**src/rtl/cross_bar_pkg.sv**
```systemverilog
`default_nettype none
// ============================================================================
// Module      : cross_bar_pkg
// Description : Shared types and constants for the N-master x M-slave
//               request/acknowledge crossbar.
// Contents    : default bus widths, command encodings, per-slave FSM state.
// Revision    : 1.0 - initial release
// ============================================================================
package cross_bar_pkg;

   localparam int DEF_ADDR_WIDTH = 32;
   localparam int DEF_DATA_WIDTH = 32;

   localparam logic CMD_READ  = 1'b0;
   localparam logic CMD_WRITE = 1'b1;

   typedef enum logic {
      IDLE = 1'b0,
      BUSY = 1'b1
   } slv_state_t;

endpackage
`default_nettype wire

```
**src/rtl/cross_bar_rr_arbiter.sv**
```systemverilog
`default_nettype none
// ============================================================================
// Module      : cross_bar_rr_arbiter
// Description : Round-robin arbiter with IDLE/BUSY ownership FSM for one
//               slave port. A grant is taken in IDLE and held until the
//               slave completes; the pointer then moves past the winner.
// Ports       : clk, rst_n        - clock, async active-low reset
//               req_vec[N]        - requests decoded for this slave
//               release_grant     - slave completion (ignored while IDLE)
//               grant_idx         - index of the master owning the slave
//               busy              - slave currently owned
// Revision    : 1.0 - initial release
// ============================================================================
module cross_bar_rr_arbiter
   import cross_bar_pkg::*;
#(
   parameter  int N     = 2,
   localparam int IDX_W = (N > 1) ? $clog2(N) : 1
) (
   input  logic             clk,
   input  logic             rst_n,
   input  logic [N-1:0]     req_vec,
   // named release_grant because "release" is a reserved word
   input  logic             release_grant,
   output logic [IDX_W-1:0] grant_idx,
   output logic             busy
);

   slv_state_t       state_q, state_d;
   logic [IDX_W-1:0] grant_q, grant_d;
   logic [IDX_W-1:0] rr_ptr_q, rr_ptr_d;
   logic [IDX_W-1:0] winner;
   int               idx;

   // Scan from the farthest offset down to offset 0 so the candidate
   // closest to (at or after) rr_ptr is the last one written.
   always_comb begin
      winner = rr_ptr_q;
      idx    = 0;
      for (int k = N - 1; k >= 0; k--) begin
         idx = int'(rr_ptr_q) + k;
         if (idx >= N) idx = idx - N;
         if (req_vec[idx]) winner = IDX_W'(idx);
      end
   end

   always_comb begin
      state_d  = state_q;
      grant_d  = grant_q;
      rr_ptr_d = rr_ptr_q;
      if (state_q == IDLE) begin
         if (|req_vec) begin
            grant_d = winner;
            state_d = BUSY;
         end
      end else begin
         if (release_grant) begin
            state_d  = IDLE;
            rr_ptr_d = (grant_q == IDX_W'(N - 1)) ? '0 : grant_q + 1'b1;
         end
      end
   end

   always_ff @(posedge clk or negedge rst_n) begin
      if (!rst_n) begin
         state_q  <= IDLE;
         grant_q  <= '0;
         rr_ptr_q <= '0;
      end else begin
         state_q  <= state_d;
         grant_q  <= grant_d;
         rr_ptr_q <= rr_ptr_d;
      end
   end

   assign grant_idx = grant_q;
   assign busy      = (state_q == BUSY);

endmodule
`default_nettype wire

```
**src/rtl/cross_bar_nxm.sv**
```systemverilog
`default_nettype none
// ============================================================================
// Module      : cross_bar_nxm
// Description : N-master x M-slave request/acknowledge crossbar. The top
//               address bits select the slave; every slave has its own
//               round-robin arbiter so different slaves run concurrently.
// Ports       : clk, rst_n                         - clock, async active-low reset
//               m_req/m_addr/m_cmd/m_wdata         - master requests
//               m_ack/m_rdata                      - completion back to masters
//               s_req/s_addr/s_cmd/s_wdata         - forwarded requests
//               s_ack/s_rdata                      - slave completions
// Revision    : 1.0 - initial release
// ============================================================================
module cross_bar_nxm
   import cross_bar_pkg::*;
#(
   parameter  int N_MASTERS  = 2,
   parameter  int N_SLAVES   = 2,
   parameter  int ADDR_WIDTH = DEF_ADDR_WIDTH,
   parameter  int DATA_WIDTH = DEF_DATA_WIDTH,
   localparam int SEL_W      = $clog2(N_SLAVES),
   localparam int MIDX_W     = $clog2(N_MASTERS)
) (
   input  logic                  clk,
   input  logic                  rst_n,
   input  logic [N_MASTERS-1:0]  m_req,
   input  logic [ADDR_WIDTH-1:0] m_addr  [N_MASTERS],
   input  logic [N_MASTERS-1:0]  m_cmd,
   input  logic [DATA_WIDTH-1:0] m_wdata [N_MASTERS],
   output logic [N_MASTERS-1:0]  m_ack,
   output logic [DATA_WIDTH-1:0] m_rdata [N_MASTERS],
   output logic [N_SLAVES-1:0]   s_req,
   output logic [ADDR_WIDTH-1:0] s_addr  [N_SLAVES],
   output logic [N_SLAVES-1:0]   s_cmd,
   output logic [DATA_WIDTH-1:0] s_wdata [N_SLAVES],
   input  logic [N_SLAVES-1:0]   s_ack,
   input  logic [DATA_WIDTH-1:0] s_rdata [N_SLAVES]
);

   logic [N_MASTERS-1:0] req_vec [N_SLAVES];
   logic [MIDX_W-1:0]    grant   [N_SLAVES];
   logic [N_SLAVES-1:0]  busy;

   // Full decode: every address maps onto exactly one slave.
   always_comb begin
      for (int s = 0; s < N_SLAVES; s++) begin
         for (int m = 0; m < N_MASTERS; m++) begin
            req_vec[s][m] = m_req[m] &&
                            (m_addr[m][ADDR_WIDTH-1 -: SEL_W] == SEL_W'(s));
         end
      end
   end

   generate
      for (genvar s = 0; s < N_SLAVES; s++) begin : g_slave
         cross_bar_rr_arbiter #(
            .N (N_MASTERS)
         ) u_arb (
            .clk           (clk),
            .rst_n         (rst_n),
            .req_vec       (req_vec[s]),
            .release_grant (s_ack[s]),
            .grant_idx     (grant[s]),
            .busy          (busy[s])
         );
      end
   endgenerate

   // Forward path: s_req follows the owner's m_req so an early drop by
   // the owner is visible to the slave while the grant is still kept.
   always_comb begin
      for (int s = 0; s < N_SLAVES; s++) begin
         s_req[s]   = 1'b0;
         s_addr[s]  = '0;
         s_cmd[s]   = 1'b0;
         s_wdata[s] = '0;
         if (busy[s]) begin
            s_req[s]   = m_req[grant[s]];
            s_addr[s]  = m_addr[grant[s]];
            s_cmd[s]   = m_cmd[grant[s]];
            s_wdata[s] = m_wdata[grant[s]];
         end
      end
   end

   // Return path: one-hot by grant, OR-reduced per master. Acks from an
   // IDLE slave never reach a master.
   always_comb begin
      for (int m = 0; m < N_MASTERS; m++) begin
         m_ack[m]   = 1'b0;
         m_rdata[m] = '0;
      end
      for (int s = 0; s < N_SLAVES; s++) begin
         for (int m = 0; m < N_MASTERS; m++) begin
            if (busy[s] && s_ack[s] && (grant[s] == MIDX_W'(m))) begin
               m_ack[m]   = 1'b1;
               m_rdata[m] = m_rdata[m] | s_rdata[s];
            end
         end
      end
   end

endmodule
`default_nettype wire

```
**config.mk**
```make
export PLATFORM = sky130hd
export DESIGN_NAME = cross_bar_nxm
export DESIGN_NICKNAME = d
export VERILOG_FILES = /design/src/rtl/cross_bar_pkg.sv /design/src/rtl/cross_bar_rr_arbiter.sv /design/src/rtl/cross_bar_nxm.sv
export SDC_FILE = /design/constraint.sdc
export NUM_CORES = 1
export LEC_CHECK = 0
export ABC_AREA = 1
export ABC_CLOCK_PERIOD_IN_PS = 2040
export CELL_PAD_IN_SITES_DETAIL_PLACEMENT = 0
export CELL_PAD_IN_SITES_GLOBAL_PLACEMENT = 1
export CORE_AREA = 2 2 154 156
export CTS_CLUSTER_SIZE = 14
export DETAILED_ROUTE_END_ITERATION = 12
export DIE_AREA = 0 0 156 158
export PLACE_DENSITY_LB_ADDON = 0.1
export SLEW_MARGIN = 20
export SYNTH_ARGS = -nofsm -noshare
export SYNTH_HDL_FRONTEND = slang
export SYNTH_HIERARCHICAL = 1
export SYNTH_SLANG_ARGS = --single-unit
export TNS_END_PERCENT = 10
```
**constraint.sdc**
```tcl
create_clock -name clk -period 2.04 [get_ports clk]
set_clock_uncertainty 0.15 [all_clocks]
set_input_delay 0.306 -clock clk [delete_from_list [all_inputs] [get_ports clk]]
set_output_delay 0.306 -clock clk [all_outputs]
set_load 0.05 [all_outputs]
```
==> metrics.md <==
| Metric | Value |
|---|---|
| NetSw | 5140 uW |
| Synth area leader | nor2_1 |
| Critical Path Source Type | register |
| Area of the multi-input gates | 2990 um2 |
| Worst r2r path cells | 5 |
| CP bufs+invs | 3 |
| Worst Path Class, Setup | register to output pin |
| H-tree depth | 1 |
| Post-synth top area share | 27.6% |
| Most common cell after layout, fill and taps aside | nor2_1 |
| CP cell instances | inv_12 > buf_16 > nor2_1 > nor2_1 > buf_12 |
| Seq cells post-synth | 6 |
| Worst Path Required | 1.58 ns |
| Clock latency at the later pin of the worst-skew pair | 0.23 ns |
| Max_cap viols | 0 |
| Die W | 156 um |
| RR Startpoint | g_slave[0].u_arb/busy |
| Worst path slowest cell | dfrtp_4 |
| Reg2Reg Capture Point | g_slave[0].u_arb/grant_idx |
| CP endpoint kind | output pin |
| Clock tree buffer depth | 2 |
| Worst Tran Pin Value | 0.265 ns |
| Vias/cell | 4.77 |
| Total internal power | 4160 uW |
| Vias in the first global route | 6473 |
| Crit-path most repeated cell | nor2_1 |
| CTS Hold Buffers Added | 0 |
| Grt ovf | 0 |
| Cell family with most CP delay | flip-flops |
| Starting Density | 15.7% |
| Register area share after synthesis | 4.15% |
| Routability cong. | 0.786 |
| Hold WS | 0.169 ns |
| Final setup vio count | 0 |
| DRT Pass-1 Iters | 4 |
| Clock network fraction of total power | 3.4% |
| Die H | 158 um |
| Crit path max fanout | 27 |
| Drt drc | 0 |
| Sequential power share | 2.6% |
| Pwr dens | 922 nW/um2 |
| Peak VDD IR | 0.435 mV |
| Share of layout cells above drive strength 1 | 28.6% |
| CTS buffer count | 3 |
| HPWL after DPL | 18600 um |
| Critical Path Max Stage Delay | 0.56 ns |
| Most frequent cells in the layout | nor2_1, buf_12, clkdlybuf4s50_1, nand4_1, o21ai_0 |
| Clock tree from TritonCTS | yes |
| Leakage | 0.00421 uW |
| Largest net degree at the start of global routing | 57 |
| Die area | 24600 um2 |
| IO Port Bufs | 397 |
| DP Worst Slack | 0.181 ns |
| Top post-synthesis cells by area | nor2_1, nand4_1, o21ai_0 |
| 1st-iter DRT viols | 324 |
| Total wire length | 25400 um |
| Final core utilization | 43.8% |
| GRT Total Usage | 19.4% |
| Final WS setup | 0.0231 ns |
| Root Buffer | clkbuf_16 |
| Post-DRT Antenna Nets | 0 |
| Sequential cell area | 165 um2 |
| RSZ-0062 raised after global routing | true |
| Critical path arrival | 1.56 ns |
| Comb power frac | 94.0% |
| Pwr Total | 9310 uW |
| Outcome | finished, final reports clean |
| Post-CTS setup buffer count | 0 |
| Post-Syn Area | 3620 um2 |
| CTS Sinks | 6 |
| Syn Area/Cell | 5.04 um2 |
| Rows | 56 |
| Achievable Freq | 496 MHz |
| Mapped Cells | 718 |
| Fin. max-slew vios | 0 |
| Hold Fails Final Rpt | 0 |
| Yosys warning count | 6 |
| Initial antenna violation count | 1 |
| Slew margin rel. | 82.1% |
| Tmin final | 2.02 ns |
| Post-layout nets | 1265 |
| Core area | 23100 um2 |
| Syn Nets | 918 |
| Area delta synth->final | 179% |
| Reg clk slew, reported paths | 0.03 ns |
| Fillers | 2297 |
| Io pins | 398 |
| R2r setup slk | 0.79 ns |
| Sw Share | 55.3% |
| Crit share post-route | 98.9% |
| DR vias | 6459 |
| Synth unique cells | 21 |
| Worst min-delay path class | input pin to async pin |
| First-pass GRT wire length | 37900 um |
| WL/cell | 18.7 um |
[through the flow]
stage / instances / setup TNS (ns) / area, um2
4_1_cts: 1353 / -0.000267 / 9940
6_report: 1354 / 0 / 10100
5_1_grt: 1354 / -0.472 / 10100
3_5_place_dp: 1349 / 0 / 9800
3_3_place_gp: 1349 / 0 / 9800
2_1_floorplan: 718 / 0 / 3620
[worst max path at each step]
stage | start | endpoint | depth (start not counted) | slack, ns
after floorplan | g_slave[1].u_arb/grant_idx | s_addr[0] | 5 | 0.1
after global placement | m_addr[31] | s_addr[31] | 4 | 0.20
after detailed placement | g_slave[1].u_arb/grant_idx | s_addr[18] | 5 | 0.18
after CTS | g_slave[0].u_arb/grant_idx | s_wdata[49] | 5 | -0.0003
after global routing | g_slave[1].u_arb/grant_idx | m_rdata[59] | 5 | -0.04
final | g_slave[1].u_arb/grant_idx | s_wdata[1] | 5 | 0.02
[power groups by stage]
stage / clock (uW) / combinational, uW / sequential [uW]
floorplan: 0 / 4300 / 183
global placement: 0 / 8620 / 221
detailed placement: 0 / 8610 / 222
CTS: 320 / 8710 / 242
global route: 326 / 9160 / 248
finish: 314 / 8750 / 241
[synthesized netlist by cell type]
cell and count:
buf_1 1, buf_2 34, buf_4 2, buf_6 24
buf_8 2, clkbuf_1 11, clkbuf_2 10, dfrtp_1 6
inv_1 6, inv_2 2, inv_4 1, inv_6 1
nand2_1 76, nand2_2 4, nand3_1 6, nand3_2 2
nand4_1 128, nor2_1 266, o211ai_1 2, o21ai_0 121
o21ai_1 13
[what timing repair did]
item,CTS,global route
hold endpoints to repair,0,0
endpoints found under the setup margin,92,111
gates cloned,1,0
pin swaps,0,15
gates resized for setup,11,56
[metal layers]
metal  vias up  wire length [um]  track usage, %
met5         -                 0               0
met4         0               566            5.81
met3        24              1960            4.30
met2       266             13100            35.2
met1      2989              9780            22.9
li1       3180                 -               -
[kinds of logic after synthesis]
family                 after synthesis  share of synthesized area (%)
DFF                                  6                           4.15
and+or+nand+nor                    482                           59.6
buffers and inverters               94                           17.3
AOI/OAI and AO/OA                  136                           18.9
[worst register-to-register path, cell delays in order (launching register included)]
cell and delay (ns):
dfrtp_4 0.51, buf_4 0.21, inv_2 0.10, nand2_2 0.06, nand3_2 0.07, nand2_1 0.05
[state kept, by name (all words and copies together), names as in the netlist]
signal,flops
g_slave.u_arb/grant_idx,2
g_slave.u_arb/rr_ptr_q,2
g_slave.u_arb/busy,2
[layout make-up]
class | count | area share (%)
Sequential cell | 6 | 1.64
Antenna cell | 1 | 0.0248
Timing Repair Buffer | 426 | 63.7
Inverter | 10 | 0.620
Tap cell | 290 | 3.60
Multi-Input combinational cell | 618 | 29.6
Clock buffer | 3 | 0.744
(Power assumes the default switching activity.)
